`config.mk`:
```
export PLATFORM = sky130hd
export DESIGN_NAME = fir_systolic_array_flat
export DESIGN_NICKNAME = d
export VERILOG_FILES = /design/src/rtl/fir_systolic_array_if.sv /design/src/rtl/fir_systolic_array.sv /design/src/flat_wrapper.sv
export SDC_FILE = /design/constraint.sdc
export NUM_CORES = 2
export LEC_CHECK = 0
export BUFFER_PORTS_ARGS = -buffer_cell sky130_fd_sc_hd__buf_4
export CORE_MARGIN = 5
export CORE_UTILIZATION = 50
export CTS_BUF_LIST = sky130_fd_sc_hd__clkbuf_8
export DETAILED_ROUTE_END_ITERATION = 6
export PLACE_DENSITY = 0.65
export SLEW_MARGIN = 5
export SYNTH_ARGS = -nofsm -noshare
export SYNTH_HDL_FRONTEND = slang
export SYNTH_SLANG_ARGS = --single-unit
```
`constraint.sdc`:
```
create_clock -name clk -period 10.55 [get_ports clk]
set_clock_uncertainty 0.2 [all_clocks]
set_input_delay 0.5275 -clock clk [delete_from_list [all_inputs] [get_ports clk]]
set_output_delay 0.5275 -clock clk [all_outputs]
set_load 0.02 [all_outputs]
```
`src/rtl/fir_systolic_array_if.sv`:
```
// Stream/command bundle for the systolic FIR filter.
// The master side feeds commands, coefficients and samples; the slave side returns results.
interface fir_systolic_array_if #(
  parameter int DATA_W = 16,
  parameter int COEF_W = 16,
  parameter int OUT_W  = 16
) ();
  logic              cmd_valid;
  logic [1:0]        cmd;
  logic              coef_valid;
  logic [COEF_W-1:0] coef_in;
  logic              in_valid;
  logic [DATA_W-1:0] x_in;
  logic              out_valid;
  logic [OUT_W-1:0]  y_out;
  logic              sat_flag;
  logic [1:0]        mode;

  modport master (
    output cmd_valid, cmd, coef_valid, coef_in,
    output in_valid, x_in,
    input  out_valid, y_out, sat_flag, mode
  );

  modport slave (
    input  cmd_valid, cmd, coef_valid, coef_in,
    input  in_valid, x_in,
    output out_valid, y_out, sat_flag, mode
  );
endinterface

```
`src/rtl/fir_systolic_array.sv`:
```
// Transposed-form systolic FIR with stop/load/run/bypass modes.
// Partial sums flow toward tap 0; output is shifted and saturated.
module fir_systolic_array #(
  parameter int TAPS      = 4,
  parameter int DATA_W    = 16,
  parameter int COEF_W    = 16,
  parameter int ACC_W     = 40,
  parameter int OUT_W     = 16,
  parameter int OUT_SHIFT = 15
) (
  input  logic clk,
  input  logic rst,
  fir_systolic_array_if.slave io
);

  typedef enum logic [1:0] {
    S_IDLE = 2'd0,
    S_LOAD = 2'd1,
    S_RUN  = 2'd2,
    S_BYP  = 2'd3
  } state_t;

  localparam int IW = $clog2(TAPS);

  localparam logic signed [ACC_W-1:0] YMAX =
    {{(ACC_W-OUT_W+1){1'b0}}, {(OUT_W-1){1'b1}}};
  localparam logic signed [ACC_W-1:0] YMIN =
    {{(ACC_W-OUT_W+1){1'b1}}, {(OUT_W-1){1'b0}}};

  state_t state_q, state_d;
  logic [IW-1:0] idx_q, idx_d;
  logic signed [COEF_W-1:0] h_q [TAPS];
  logic signed [COEF_W-1:0] h_d [TAPS];
  // p_q[i] holds partial sum p[i+1]
  logic signed [ACC_W-1:0] p_q [TAPS-1];
  logic signed [ACC_W-1:0] p_d [TAPS-1];
  logic [OUT_W-1:0] y_q, y_d;
  logic ov_q, ov_d;
  logic sat_q, sat_d;

  logic signed [ACC_W-1:0] xs;
  logic signed [ACC_W-1:0] prod [TAPS];
  logic signed [ACC_W-1:0] s, t;
  logic [OUT_W:0] cl;

  function automatic logic [OUT_W:0] clamp(
    input logic signed [ACC_W-1:0] v
  );
    if (v > YMAX) return {1'b1, YMAX[OUT_W-1:0]};
    else if (v < YMIN) return {1'b1, YMIN[OUT_W-1:0]};
    else return {1'b0, v[OUT_W-1:0]};
  endfunction

  always_comb begin
    xs = ACC_W'($signed(io.x_in));
    for (int k = 0; k < TAPS; k++) begin
      prod[k] = ACC_W'(h_q[k]) * xs;
    end
  end

  always_comb begin
    state_d = state_q;
    idx_d   = idx_q;
    h_d     = h_q;
    p_d     = p_q;
    y_d     = y_q;
    ov_d    = 1'b0;
    sat_d   = sat_q;
    s       = '0;
    t       = '0;
    cl      = '0;
    unique case (state_q)
      S_LOAD: begin
        if (io.coef_valid) begin
          h_d[idx_q] = $signed(io.coef_in);
          idx_d = idx_q + 1'b1;
          if (idx_q == IW'(TAPS-1)) state_d = S_IDLE;
        end
      end
      S_RUN: begin
        if (io.in_valid) begin
          s = prod[0] + p_q[0];
          for (int k = 1; k < TAPS-1; k++) begin
            p_d[k-1] = prod[k] + p_q[k];
          end
          p_d[TAPS-2] = prod[TAPS-1];
          t     = s >>> OUT_SHIFT;
          cl    = clamp(t);
          y_d   = cl[OUT_W-1:0];
          ov_d  = 1'b1;
          sat_d = sat_q | cl[OUT_W];
        end
      end
      S_BYP: begin
        if (io.in_valid) begin
          cl    = clamp(xs);
          y_d   = cl[OUT_W-1:0];
          ov_d  = 1'b1;
          sat_d = sat_q | cl[OUT_W];
        end
      end
      default: ;
    endcase
    // A command overrides any automatic transition in the same cycle
    if (io.cmd_valid) begin
      state_d = state_t'(io.cmd);
      if (state_t'(io.cmd) == S_LOAD) idx_d = '0;
      if (state_t'(io.cmd) == S_RUN) begin
        p_d   = '{default: '0};
        sat_d = 1'b0;
      end
    end
  end

  always_ff @(posedge clk or posedge rst) begin
    if (rst) begin
      state_q <= S_IDLE;
      idx_q   <= '0;
      h_q     <= '{default: '0};
      p_q     <= '{default: '0};
      y_q     <= '0;
      ov_q    <= 1'b0;
      sat_q   <= 1'b0;
    end else begin
      state_q <= state_d;
      idx_q   <= idx_d;
      h_q     <= h_d;
      p_q     <= p_d;
      y_q     <= y_d;
      ov_q    <= ov_d;
      sat_q   <= sat_d;
    end
  end

  assign io.out_valid = ov_q;
  assign io.y_out     = y_q;
  assign io.sat_flag  = sat_q;
  assign io.mode      = state_q;

endmodule

```
`src/flat_wrapper.sv`:
```
// flat-port wrapper written by rule: the top's interface ports become plain ports
module fir_systolic_array_flat 
#(
  parameter int TAPS      = 4,
  parameter int DATA_W    = 16,
  parameter int COEF_W    = 16,
  parameter int ACC_W     = 40,
  parameter int OUT_W     = 16,
  parameter int OUT_SHIFT = 15
)
  (clk, rst, io_cmd_valid, io_cmd, io_coef_valid, io_coef_in, io_in_valid, io_x_in, io_out_valid, io_y_out, io_sat_flag, io_mode);
  fir_systolic_array_if #(.DATA_W(DATA_W), .COEF_W(COEF_W), .OUT_W(OUT_W)) io_i ();
  input  logic clk;
  input  logic rst;
  input wire logic [$bits(io_i.cmd_valid)-1:0] io_cmd_valid;
  input wire logic [$bits(io_i.cmd)-1:0] io_cmd;
  input wire logic [$bits(io_i.coef_valid)-1:0] io_coef_valid;
  input wire logic [$bits(io_i.coef_in)-1:0] io_coef_in;
  input wire logic [$bits(io_i.in_valid)-1:0] io_in_valid;
  input wire logic [$bits(io_i.x_in)-1:0] io_x_in;
  output wire logic [$bits(io_i.out_valid)-1:0] io_out_valid;
  output wire logic [$bits(io_i.y_out)-1:0] io_y_out;
  output wire logic [$bits(io_i.sat_flag)-1:0] io_sat_flag;
  output wire logic [$bits(io_i.mode)-1:0] io_mode;
  assign io_i.cmd_valid = io_cmd_valid;
  assign io_i.cmd = io_cmd;
  assign io_i.coef_valid = io_coef_valid;
  assign io_i.coef_in = io_coef_in;
  assign io_i.in_valid = io_in_valid;
  assign io_i.x_in = io_x_in;
  assign io_out_valid = io_i.out_valid;
  assign io_y_out = io_i.y_out;
  assign io_sat_flag = io_i.sat_flag;
  assign io_mode = io_i.mode;
  fir_systolic_array #(.TAPS(TAPS), .DATA_W(DATA_W), .COEF_W(COEF_W), .ACC_W(ACC_W), .OUT_W(OUT_W), .OUT_SHIFT(OUT_SHIFT)) u_core (.clk(clk), .rst(rst), .io(io_i));
endmodule
```
**After elaboration in Yosys (flattened, before gate mapping)**

Index checks and enable logic that the tools add are counted.

- Bits in registers: 206
- Input bits: 39
- Output and inout bits: 20

- Add/subtract/negate cells: 4
- Multipliers: 4
- Magnitude comparators: 6
- Eq/ne operators: 8
- Muxes and demuxes: 33
- Bitwise operators: 3
- Reduce and logical (&&, ||, !) cells: 9

Operators with widths:

| cell | count |
|---|---|
| 120-bit 2-to-1 mux | 4 |
| 17-bit 2-to-1 mux | 8 |
| 16-bit by 16-bit multiplier with 32-bit output | 4 |
| 40-bit adder | 2 |
| 64-bit bitwise mux | 1 |
| 16-bit 2-to-1 mux | 3 |
| 32-bit by 40-bit adder with 40-bit output | 1 |
| 16-bit demux with 2-bit select | 1 |
| 16-bit case mux with 2 select lines | 1 |
| 25-bit by 16-bit greater-than comparator with 1-bit output, second input constant | 1 |
| 25-bit by 16-bit less-than comparator with 1-bit output, second input constant | 1 |
| 16-bit greater-than comparator, second input constant | 1 |
| 16-bit less-than comparator, second input constant | 1 |
| 2-bit 2-to-1 mux | 8 |
| 2-bit == test, second input constant | 4 |
| 2-bit nonzero test | 4 |
| 1-bit 2-to-1 mux | 6 |
| 3-bit AND reduction | 2 |
| 2-bit by 1-bit == test with 1-bit output, second input constant | 2 |
| 2-bit inequality test, second input constant | 2 |
| 3-bit >= comparator, second input constant | 1 |
| 3-bit by 1-bit less-than comparator with 1-bit output, second input constant | 1 |
| 2-bit inverter with 3-bit output | 1 |
| 2-bit by 1-bit adder with 2-bit output, second input constant | 1 |
| other kinds (5) | 6 |

**Longest topological paths before layout**

- Depth in word-level cells: 12
- Gate-level depth with buffers: 40
- Depth with buffers taken out: 38

**Worst setup path before layout**

OpenSTA, ideal clock, no wires.

- Path kind: input to register
- Start point: input port io_x_in[1]
- End point: register u_core.p_q[77] (netlist bit)
- Arrival time: 8.350 ns
- Required time: 10.264 ns
- Slack: 1.914 ns
- Cell stages on the path: 36
- Buffers on the path: 2
- Cell sequence: clkbuf_1 clkbuf_1 nand2_1 fa_1 inv_1 fa_1 inv_1 fa_1 inv_1 fa_1 inv_1 fa_1 inv_1 fa_1 ha_1 and4_1 a21oi_1 nand2_1 a311oi_1 a21oi_1 o21ai_0 a21oi_1 o211a_1 a211oi_1 ha_1 inv_1 o21bai_1 a21o_1 a21oi_1 nor2_1 o21ai_0 nand2b_1 a21oi_1 o21ai_0 and3_1 nor3_1

RTL lines:

| element | line | text |
|---|---|---|
| start: declaration | flat_wrapper.sv:20 | `input wire logic [$bits(io_i.x_in)-1:0] io_x_in;` |
| end signal: assignment | fir_systolic_array.sv:128 | `p_q <= p_d;` |
| end: declaration | fir_systolic_array.sv:35 | `logic signed [ACC_W-1:0] p_q [TAPS-1];` |

==> results.md <==
- Status: finished, final reports clean
- Clock buffer depth: 3
- Util after Layout: 0.5297
- Area of the multi-input gates: 42,250 sq um
- Crit path max-delay cell type: dfrtp_1
- Initial antenna violation count: 4
- Arr. time, crit path: 10,010 ps
- Cell Rows: 119
- ANT nets after route: 0
- Yosys top cell area share: 0.4211
- Worst EP required: 10,860 ps
- First-pass GRT wire length: 214.5 mm
- Syn_area_per_cell: 9.137 sq um
- WP buf/inv: 5
- CP max FO: 17
- Yosys reg bits: 206
- Clk slew on worst S/H paths: 60 ps
- IO Pins: 59
- Clk Tree Root Cell: clkbuf_8
- Worst skew pair latency: 690 ps
- Clk sinks: 206
- Via count: 38.35k
- Post-CTS sizing: 0
- Port Buffers: 58
- Largest net degree at the start of global routing: 99
- Grt total ovfl: 0
- Initial Util: 0.5038
- Synth top area cells: fa_1 (42%), ha_1 (10%), dfrtp_1 (9.7%), inv_1 (9.1%), nand2_1 (5.5%)
- Die ar.: 112,800 sq um
- Starting DRT DRC Count: 2,228
- Hold crit path type: input port to register
- RSZ-0062 raised after global routing: false
- Routed WL: 129.6 mm
- Number of synthesized flops with an enable pin: 0
- Sequential Area: 5155 sq um
- CTS tree: built
- GP Congestion: 0.8747
- Share of layout cells above drive strength 1: 0.04360
- GRT Overall Usage: 0.2376
- Cell taking the most area after synthesis: fa_1
- Commonest register cell after synthesis: dfrtp_1
- NumNets Final: 7,342
- Max_slew headroom: 0.2862
- Synth Cell Area: 53,100 sq um
- Inserted Clock Buffers: 42
- Area grow syn2layout: 5.143%
- Die width: 335.9 microns
- Routed len/inst: 18.06 microns
- Gate Count Post-Synth: 5,812
- Synth cell count leaders: inv_1 (1,290), fa_1 (1,117), nand2_1 (773)
- Hpwl dp: 102.2 mm
- Vias in the first global route: 40.32k
- Top Family by Delay on Critical Path: adder cells
- H-tree level count: 2
- Setup TNS Final: 0 ps
- # Post-CTS Setup Buffers: 0
- Tcrit/Tclk final: 0.9199
- Final min period: 9705 ps
- Residual DRC: 0
- Pre-antenna DRT Iters: 7
- Most instantiated library cell after synthesis: inv_1
- Sequential share of the synthesized area: 0.09707
- Crit path top cell by count: fa_1
- Core area: 105,400 sq um
- Layout fillers: 9,701
- Vias per Instance: 5.344
- Crit end category: register
- Cts-stage hold buffer count: 22
- CP peak stage delay: 830 ps
- Ys Warns: 0
- Hold Fails Final Rpt: 0
- Synthesized Nets: 7,407
- CP Class: register to register
- Startpoint types: register
- Final setup violation count: 0
- Die Span Y: 335.9 microns
- Async SR Flop Fraction: 1.000
- Max-cap viol count: 0
- Worst-margin pin slew: 1067 ps
- Library cells used by synthesis: 82
- Max-slew violation count: 0
- Fmax: 0.1030 GHz
-- worst register-to-register path, delay by kind of cell (launching register included) --
family                   cells  cell delay (ps)
adder cells (fa/ha/maj)      8             3770
buffers and inverters        5              240
AO/OA/AOI/OAI               10             2760
XOR/XNOR                     2              260
flip-flops                   1              830
AND/OR/NAND/NOR              8             1450
-- stage by stage --
stage	cell area, sq um	hold WS, ps	instances	setup WS [ps]
6_report	55830	160.5	7176	845.1
5_1_grt	55830	124.3	7173	128.5
3_5_place_dp	54740	296.4	7072	684.8
4_1_cts	55820	85.73	7171	910.1
2_1_floorplan	53100	272.5	5812	1914
3_3_place_gp	54740	289.1	7072	868.4
-- routing by layer --
| metal | GRT usage | part of all wire |
|---|---|---|
| met1 | 0.3295 | 0.43 |
| met2 | 0.3896 | 0.48 |
| met3 | 0.02922 | 0.053 |
| met4 | 0.08365 | 0.041 |
| met5 | 0 | 0 |
-- cell usage in the layout (no fill, tap or decap), drive strengths merged, types with 7 or more instances in the layout --
cell         instances
a31oi               16
nand4               10
o21a                22
nor2               150
a21oi              247
clkbuf              49
ha                 439
a21o                81
nor3                37
and2               421
nand2b              86
a21boi               7
xnor2              141
nor2b               25
and3                19
dfrtp              206
a211oi              28
inv               1308
fa                1117
nand3               46
or3                 18
mux2                66
dlygate4sd3         22
xor2                48
o21bai              26
o31ai               11
buf                 99
o211ai              10
nand2              778
a22o                 9
o21ai              116
nand3b              24
-- state kept, by name (all words and copies together) (netlist names) --
signal               flops
u_core.io.out_valid      1
u_core.h_q              64
u_core.p_q             120
u_core.io.mode           2
u_core.io.sat_flag       1
u_core.io.y_out         16
u_core.idx_q             2
-- path summary, 6_finish.rpt --
kind | start | to | slack [ps] | depth (start not counted)
setup reg to reg | u_core.h_q[26] | u_core.p_q[79] | 850 | 33
setup / recovery | u_core.h_q[26] | u_core.p_q[79] | 850 | 33
hold reg to reg | u_core.p_q[37] | u_core.p_q[37] | 310 | 2
min in group asynchronous | rst | u_core.io.sat_flag | 330 | 3
hold / removal | io_cmd_valid | u_core.idx_q[1] | 160 | 4
max in group asynchronous | rst | u_core.p_q[80] | 8390 | 4
-- cell type report --
cell class	count	share of cell area
sequential	206	0.09232
clock buffer	49	0.01208
tap	1391	0.03117
inverter	1291	0.08692
clock inverter	28	0.003294
antenna	5	0.0002241
timing repair buffer	121	0.01725
multi-input combinational	4085	0.7567
-- logic make-up (layout without fill, tap and decap cells) --
group           count (synthesis)  count (layout)  synth area share
other cells                     0               5                 0
xor+xnor                      190             190           0.03160
compound gates                633             633           0.07511
simple gates                 1638            1638            0.1496
buf+inv                      1521            1489            0.1076
mux                            68              68           0.01444
fa+ha+maj                    1556            1556            0.5245
flops                         206             206           0.09707
Power is not shown: default switching activity piles up to over one toggle a cycle in this logic, so the estimate is an artifact.
